$ cat config.mk
export PLATFORM = sky130hd
export DESIGN_NAME = led_blink_arbiter_flat
export DESIGN_NICKNAME = d
export VERILOG_FILES = /design/src/rtl/led_arb_pkg.sv /design/src/rtl/led_blink_arbiter_if.sv /design/src/rtl/led_tick_timer.sv /design/src/rtl/led_blink_arbiter.sv /design/src/flat_wrapper.sv
export SDC_FILE = /design/constraint.sdc
export NUM_CORES = 1
export LEC_CHECK = 0
export CAP_MARGIN = 0
export CORE_MARGIN = 2
export CORE_UTILIZATION = 51
export DETAILED_ROUTE_END_ITERATION = 10
export HOLD_SLACK_MARGIN = 0.1
export PLACE_DENSITY = 0.71
export SYNTH_ARGS = -nofsm -noshare
export SYNTH_HDL_FRONTEND = slang
export SYNTH_SLANG_ARGS = --single-unit
$ cat constraint.sdc
create_clock -name clk -period 3 [get_ports clk]
set_input_delay 0.9 -clock clk [delete_from_list [all_inputs] [get_ports clk]]
set_output_delay 0.9 -clock clk [all_outputs]
set_load 0.01 [all_outputs]
$ cat src/rtl/led_arb_pkg.sv
// Shared constants for the LED blink arbiter: FSM state encoding and blink-count width.
package led_arb_pkg;

  localparam logic [1:0] ST_IDLE = 2'd0;
  localparam logic [1:0] ST_ON   = 2'd1;
  localparam logic [1:0] ST_OFF  = 2'd2;
  localparam logic [1:0] ST_GAP  = 2'd3;

  localparam int CNT_W = 4;

endpackage

$ cat src/rtl/led_blink_arbiter_if.sv
// Request/grant bundle between the status sources (master) and the LED arbiter (slave).
interface led_blink_arbiter_if #(
  parameter int NUM_REQ = 4
);
  import led_arb_pkg::*;

  logic [NUM_REQ-1:0]       req;
  logic [CNT_W*NUM_REQ-1:0] req_count;
  logic [NUM_REQ-1:0]       gnt;
  logic [NUM_REQ-1:0]       done;
  logic                     busy;

  modport master (output req, req_count, input gnt, done, busy);
  modport slave  (input req, req_count, output gnt, done, busy);

endinterface

$ cat src/rtl/led_tick_timer.sv
// Loadable down-counter; expire is high while the count sits at zero.
module led_tick_timer #(
  parameter int W = 8
) (
  input  logic         clk,
  input  logic         rst_n,
  input  logic         load,
  input  logic [W-1:0] load_val,
  output logic         expire
);

  logic [W-1:0] cnt_q, cnt_d;

  always_comb begin
    // NOTE: cnt_d gets a value on every path (default first), so no latch is inferred.
    cnt_d = cnt_q;
    if (load) begin
      cnt_d = load_val;
    end else if (cnt_q != '0) begin
      cnt_d = cnt_q - 1'b1;
    end
  end

  always_ff @(posedge clk) begin
    // NOTE: sequential state uses non-blocking assignments only, so every flop sees pre-edge values.
    if (!rst_n) begin
      cnt_q <= '0;
    end else begin
      cnt_q <= cnt_d;
    end
  end

  assign expire = (cnt_q == '0);

endmodule

$ cat src/rtl/led_blink_arbiter.sv
// Round-robin arbiter sharing one LED: each winner gets a burst of blinks followed by a dark gap.
module led_blink_arbiter #(
  parameter int NUM_REQ     = 4,
  parameter int HALF_PERIOD = 50_000_000,
  parameter int GAP_HALVES  = 2
) (
  input  logic                clk,
  input  logic                rst_n,
  led_blink_arbiter_if.slave  bus,
  output logic                led
);
  import led_arb_pkg::*;

  localparam int IW = (NUM_REQ > 1) ? $clog2(NUM_REQ) : 1;
  localparam int SW = IW + 1;
  localparam int TW = $clog2(HALF_PERIOD * GAP_HALVES + 1);
  localparam logic [TW-1:0] HALF_LOAD = TW'(HALF_PERIOD - 1);
  // The gap runs one cycle longer than GAP_HALVES half-periods; that cycle closes the burst.
  localparam logic [TW-1:0] GAP_LOAD  = TW'(HALF_PERIOD * GAP_HALVES);

  logic [1:0]         state_q, state_d;
  logic [CNT_W-1:0]   rem_q, rem_d;
  logic [IW-1:0]      win_q, win_d;
  logic [IW-1:0]      rr_q, rr_d;
  logic [NUM_REQ-1:0] gnt_q, gnt_d;
  logic [NUM_REQ-1:0] done_q, done_d;
  logic               busy_q, busy_d;
  logic               led_q, led_d;

  logic               tmr_load, tmr_expire;
  logic [TW-1:0]      tmr_val;

  logic               found;
  logic [IW-1:0]      pick;
  logic [CNT_W-1:0]   pick_count;
  logic [SW-1:0]      scan_sum;

  function automatic logic [IW-1:0] next_idx(input logic [IW-1:0] w);
    return (w == IW'(NUM_REQ - 1)) ? '0 : w + 1'b1;
  endfunction

  // First requester at or above rr_q, wrapping around.
  always_comb begin
    found      = 1'b0;
    pick       = '0;
    scan_sum   = '0;
    pick_count = '0;
    for (int i = 0; i < NUM_REQ; i++) begin
      scan_sum = {1'b0, rr_q} + SW'(i);
      if (scan_sum >= SW'(NUM_REQ)) scan_sum = scan_sum - SW'(NUM_REQ);
      if (!found && bus.req[scan_sum[IW-1:0]]) begin
        found = 1'b1;
        pick  = scan_sum[IW-1:0];
      end
    end
    for (int i = 0; i < NUM_REQ; i++) begin
      if (pick == IW'(i)) pick_count = bus.req_count[i*CNT_W +: CNT_W];
    end
  end

  always_comb begin
    state_d  = state_q;
    rem_d    = rem_q;
    win_d    = win_q;
    rr_d     = rr_q;
    gnt_d    = gnt_q;
    done_d   = '0;
    tmr_load = 1'b0;
    tmr_val  = '0;
    case (state_q)
      ST_IDLE: begin
        if (found) begin
          win_d       = pick;
          gnt_d       = '0;
          gnt_d[pick] = 1'b1;
          rem_d       = pick_count;
          tmr_load    = 1'b1;
          if (pick_count == '0) begin
            state_d = ST_GAP;
            tmr_val = GAP_LOAD;
          end else begin
            state_d = ST_ON;
            tmr_val = HALF_LOAD;
          end
        end
      end
      default: begin
        if (!bus.req[win_q]) begin
          // Abort: release at once, no done pulse and no enforced gap.
          state_d  = ST_IDLE;
          gnt_d    = '0;
          rr_d     = next_idx(win_q);
          tmr_load = 1'b1;
        end else if (tmr_expire) begin
          tmr_load = 1'b1;
          case (state_q)
            ST_ON: begin
              state_d = ST_OFF;
              tmr_val = HALF_LOAD;
            end
            ST_OFF: begin
              rem_d = rem_q - 1'b1;
              if (rem_q == CNT_W'(1)) begin
                state_d = ST_GAP;
                tmr_val = GAP_LOAD;
              end else begin
                state_d = ST_ON;
                tmr_val = HALF_LOAD;
              end
            end
            default: begin
              state_d = ST_IDLE;
              done_d  = gnt_q;
              gnt_d   = '0;
              rr_d    = next_idx(win_q);
            end
          endcase
        end
      end
    endcase
    busy_d = (state_d != ST_IDLE);
    led_d  = (state_d == ST_ON);
  end

  always_ff @(posedge clk) begin
    if (!rst_n) begin
      state_q <= ST_IDLE;
      rem_q   <= '0;
      win_q   <= '0;
      rr_q    <= '0;
      gnt_q   <= '0;
      done_q  <= '0;
      busy_q  <= 1'b0;
      led_q   <= 1'b0;
    end else begin
      state_q <= state_d;
      rem_q   <= rem_d;
      win_q   <= win_d;
      rr_q    <= rr_d;
      gnt_q   <= gnt_d;
      done_q  <= done_d;
      busy_q  <= busy_d;
      led_q   <= led_d;
    end
  end

  led_tick_timer #(.W(TW)) u_timer (
    .clk      (clk),
    .rst_n    (rst_n),
    .load     (tmr_load),
    .load_val (tmr_val),
    .expire   (tmr_expire)
  );

  assign bus.gnt  = gnt_q;
  assign bus.done = done_q;
  assign bus.busy = busy_q;
  assign led      = led_q;

endmodule

$ cat src/flat_wrapper.sv
// flat-port wrapper written by rule: the top's interface ports become plain ports
module led_blink_arbiter_flat import led_arb_pkg::*;
#(
  parameter int NUM_REQ     = 4,
  parameter int HALF_PERIOD = 50_000_000,
  parameter int GAP_HALVES  = 2
)
  (clk, rst_n, led, bus_req, bus_req_count, bus_gnt, bus_done, bus_busy);
  led_blink_arbiter_if #(.NUM_REQ(NUM_REQ)) bus_i ();
  input  logic clk;
  input  logic rst_n;
  output logic led;
  input wire logic [$bits(bus_i.req)-1:0] bus_req;
  input wire logic [$bits(bus_i.req_count)-1:0] bus_req_count;
  output wire logic [$bits(bus_i.gnt)-1:0] bus_gnt;
  output wire logic [$bits(bus_i.done)-1:0] bus_done;
  output wire logic [$bits(bus_i.busy)-1:0] bus_busy;
  assign bus_i.req = bus_req;
  assign bus_i.req_count = bus_req_count;
  assign bus_gnt = bus_i.gnt;
  assign bus_done = bus_i.done;
  assign bus_busy = bus_i.busy;
  led_blink_arbiter #(.NUM_REQ(NUM_REQ), .HALF_PERIOD(HALF_PERIOD), .GAP_HALVES(GAP_HALVES)) u_core (.clk(clk), .rst_n(rst_n), .bus(bus_i), .led(led));
endmodule
==> impl_metrics.json <==
{
  "status": "finished, final reports clean",
  "worstSetupStartpointType": "input port",
  "worst_pin_slew_ns": 0.4736,
  "globalplace.congestion": 0.8062,
  "setup_violations": 0,
  "p_seq_frac": 0.401,
  "wirelength_um": 6154,
  "cts_hold_buf": 0,
  "r2r_cells": 11,
  "synth_area_um2": 2646,
  "final_layout_size_suffix_gt1_frac": 0.1777,
  "crit_required_ns": 3.23,
  "die_y_um": 76.04,
  "post_cts.repair.setup_buffers": 0,
  "hpwl_um": 4597,
  "coreArea_um2": 5042,
  "seqCellArea_um2": 940.9,
  "p_leak_nw": 1.356,
  "synth-seq-cells": 47,
  "synth_ff_type": "dfxtp_1",
  "ios": 32,
  "skew_ns": 0.007085,
  "netSwitchingFraction": 0.3291,
  "hp-class": "flip-flop to flip-flop",
  "fmax_ghz": 0.3483,
  "cts-buffers-inserted": 5,
  "dieWidth_um": 76.04,
  "rows": 26,
  "final_cell_mix": "47 x dfxtp_1, 37 x nor2_1, 33 x nand2_1, 33 x buf_4",
  "critPathCaptureType": "flip-flop",
  "placedCellCount": 439,
  "synth_edf_count": 0,
  "grt_pass1_vias": 2394,
  "num-nets-final": 406,
  "synth_nets": 346,
  "drc_errors": 0,
  "cap_violations": 0,
  "grt_max_degree": 20,
  "clk_pin_slew_ns": 0.09,
  "wl_per_cell_um": 13.77,
  "stdcell_area_um2": 3385,
  "ys_seq_area_frac": 0.3556,
  "comb_power_share": 0.344,
  "synthArstFlopShare": 0,
  "netSwitchingPower_w": 0.0006385,
  "synth_top_area_cell": "dfxtp_1",
  "cts_tree": "yes",
  "track_usage": 0.2249,
  "ant_nets": 0,
  "r2r_slack_ns": 0.30,
  "layoutNonFillerInstCount": 447,
  "place_area_um2": 3246,
  "cts_buffer_depth": 2,
  "firstDrtPassIters": 4,
  "die-area_um2": 5781,
  "worstHoldStart": "u_core.bus.gnt[1]$_SDFFE_PN0P_",
  "clkPwrFrac": 0.255,
  "max-slew-margin-rel": 0.6814,
  "drt-vias-per-instance": 5.430,
  "final.min_clock_period_ns": 2.871,
  "powerDensity_nw_per_um2": 573.2,
  "rsz0062_at_grt": "yes",
  "timing.rr.start": "u_core.u_timer.cnt_q[0]$_SDFFE_PN0P_",
  "n_antenna_cell": 0,
  "grt_pass1_wl_um": 10670,
  "synth_top_area_share": 0.3556,
  "layout_commonest_cell": "dfxtp_1",
  "clock_latency_ns": 0.30,
  "syn2layout_area_growth_pct": 27.90,
  "vias": 2427,
  "peakVddDrop_v": 0.0003818,
  "yosysUniqueCellTypes": 55,
  "worstSetupStartpoint": "bus_req[0]",
  "intPower_w": 0.001301,
  "multi_input_area_um2": 1609,
  "fillCellCount": 446,
  "yosys_warnings": 0,
  "hold_violations": 0,
  "arrival_ns": 3.10,
  "cts_max_level": 2,
  "slew_violations": 0,
  "clock_sinks": 47,
  "reg2reg_to": "u_core.bus.gnt[3]$_SDFFE_PN0P_",
  "worstPathMaxFanout": 8,
  "root_buffer": "clkbuf_8",
  "drt_iter0_markers": 173,
  "critPathKind": "input port to flip-flop",
  "initial_core_util": 0.5248,
  "min_to": "u_core.bus.done[1]$_SDFF_PP0_",
  "fin_crit_sh": 0.9570,
  "avgSynthCellArea_um2": 8.374,
  "synth.area.top_cells": "dfxtp_1 36%, a21oi_1 5.7%, nor2_1 5.2%",
  "portBuffers": 31,
  "antenna_found_initial": 0,
  "holdWs_ns": 0.4904,
  "synthCells": 316,
  "grt_overflow": 0,
  "whs_path_depth": 1
}
==> kinds of logic (layout without fill, tap and decap cells) <==
group                    Yosys count  in the layout  synth area share
AND/OR/NAND/NOR                  128            128            0.2548
AO/OA/AOI/OAI                     74             74            0.1792
flip-flops                        47             47            0.3556
buffers and inverters             24             85           0.04207
XOR/XNOR                          18             18           0.05957
multiplexers                      17             17           0.07092
adder cells (fa/ha/maj)            8              8           0.03783
==> routing by layer <==
layer,share of wire,track usage,up-vias
met5,0,0,-
li1,-,-,1230
met4,0.0076,0.07636,0
met2,0.48,0.3777,41
met1,0.47,0.2962,1151
met3,0.037,0.03555,5
==> stage by stage <==
step                TNS [ns]  total power, W  worst slack (ns)  utilization
floorplan                  0        0.001222            0.3638            -
global placement      -2.049        0.001432           -0.1471       0.6437
detailed placement    -3.032        0.001446           -0.2119       0.6437
CTS                        0        0.001941           0.04764       0.6677
global route        -0.06679        0.002062          -0.03474       0.6712
finish                     0        0.001940            0.1291       0.6712
==> how the worst max path moves through the flow <==
| stage | endpoint | slack, ns | depth (start not counted) |
|---|---|---|---|
| 2_1_floorplan | u_core.u_timer.cnt_q[0]$_SDFFE_PN0P_ | 0.36 | 11 |
| 3_3_place_gp | u_core.u_timer.cnt_q[16]$_SDFFE_PN0P_ | -0.15 | 11 |
| 3_5_place_dp | u_core.u_timer.cnt_q[16]$_SDFFE_PN0P_ | -0.21 | 11 |
| 4_1_cts | u_core.u_timer.cnt_q[16]$_SDFFE_PN0P_ | 0.05 | 11 |
| 5_1_grt | u_core.u_timer.cnt_q[16]$_SDFFE_PN0P_ | -0.03 | 11 |
| 6_report | u_core.u_timer.cnt_q[16]$_SDFFE_PN0P_ | 0.13 | 11 |
==> Yosys cell counts, drive strengths merged (3+ instances only) <==
master	number
nor3	8
a31oi	6
nor2	39
mux2	4
nand2	34
nand2b	4
nor4	12
or3	4
buf	5
nand4	3
xor2	12
ha	8
nand3	3
mux2i	12
xnor2	6
dfxtp	47
o21ai	15
o21a	6
a21oi	30
and2	8
or2	3
a22oi	3
inv	12
clkbuf	7
and3	3
nor3b	3
==> flip-flops by register name, summed over array words and instances (netlist names) <==
name                  count
u_core.u_timer.cnt_q     27
u_core.bus.done           4
u_core.bus.gnt            4
u_core.rem_q              4
u_core.rr_q               2
u_core.state_q            2
u_core.win_q              2
u_core.bus.busy           1
u_core.led                1
==> critical path, cell delays in order <==
cell	delay, ns
clkdlybuf4s50_1	0.50
a21oi_1	0.07
o21ai_0	0.14
o2bb2a_2	0.26
buf_12	0.15
mux2i_1	0.14
mux2_2	0.18
nand4_1	0.14
buf_4	0.17
or2_4	0.25
a31oi_1	0.19
==> final cells by class <==
type / instances / share of cell area
clock buffer: 6 / 0.02440
timing repair buffer: 65 / 0.1715
clock inverter: 2 / 0.01146
sequential: 47 / 0.2780
inverter: 12 / 0.01331
tap: 70 / 0.02588
multi-input combinational: 245 / 0.4754
==> what timing repair did <==
action,CTS,global route
endpoints found under the hold margin,0,0
setup endpoints to repair,0,19
resized for setup,0,5
==> power by group through the flow <==
stage          clock [W]  sequential, W  combinational [W]
3_3_place_gp           0       0.000789           0.000643
2_1_floorplan          0       0.000782           0.000440
4_1_cts         0.000503       0.000778           0.000660
5_1_grt         0.000530       0.000790           0.000741
6_report        0.000495       0.000778           0.000667
3_5_place_dp           0       0.000791           0.000655
(Power assumes the default switching activity.)
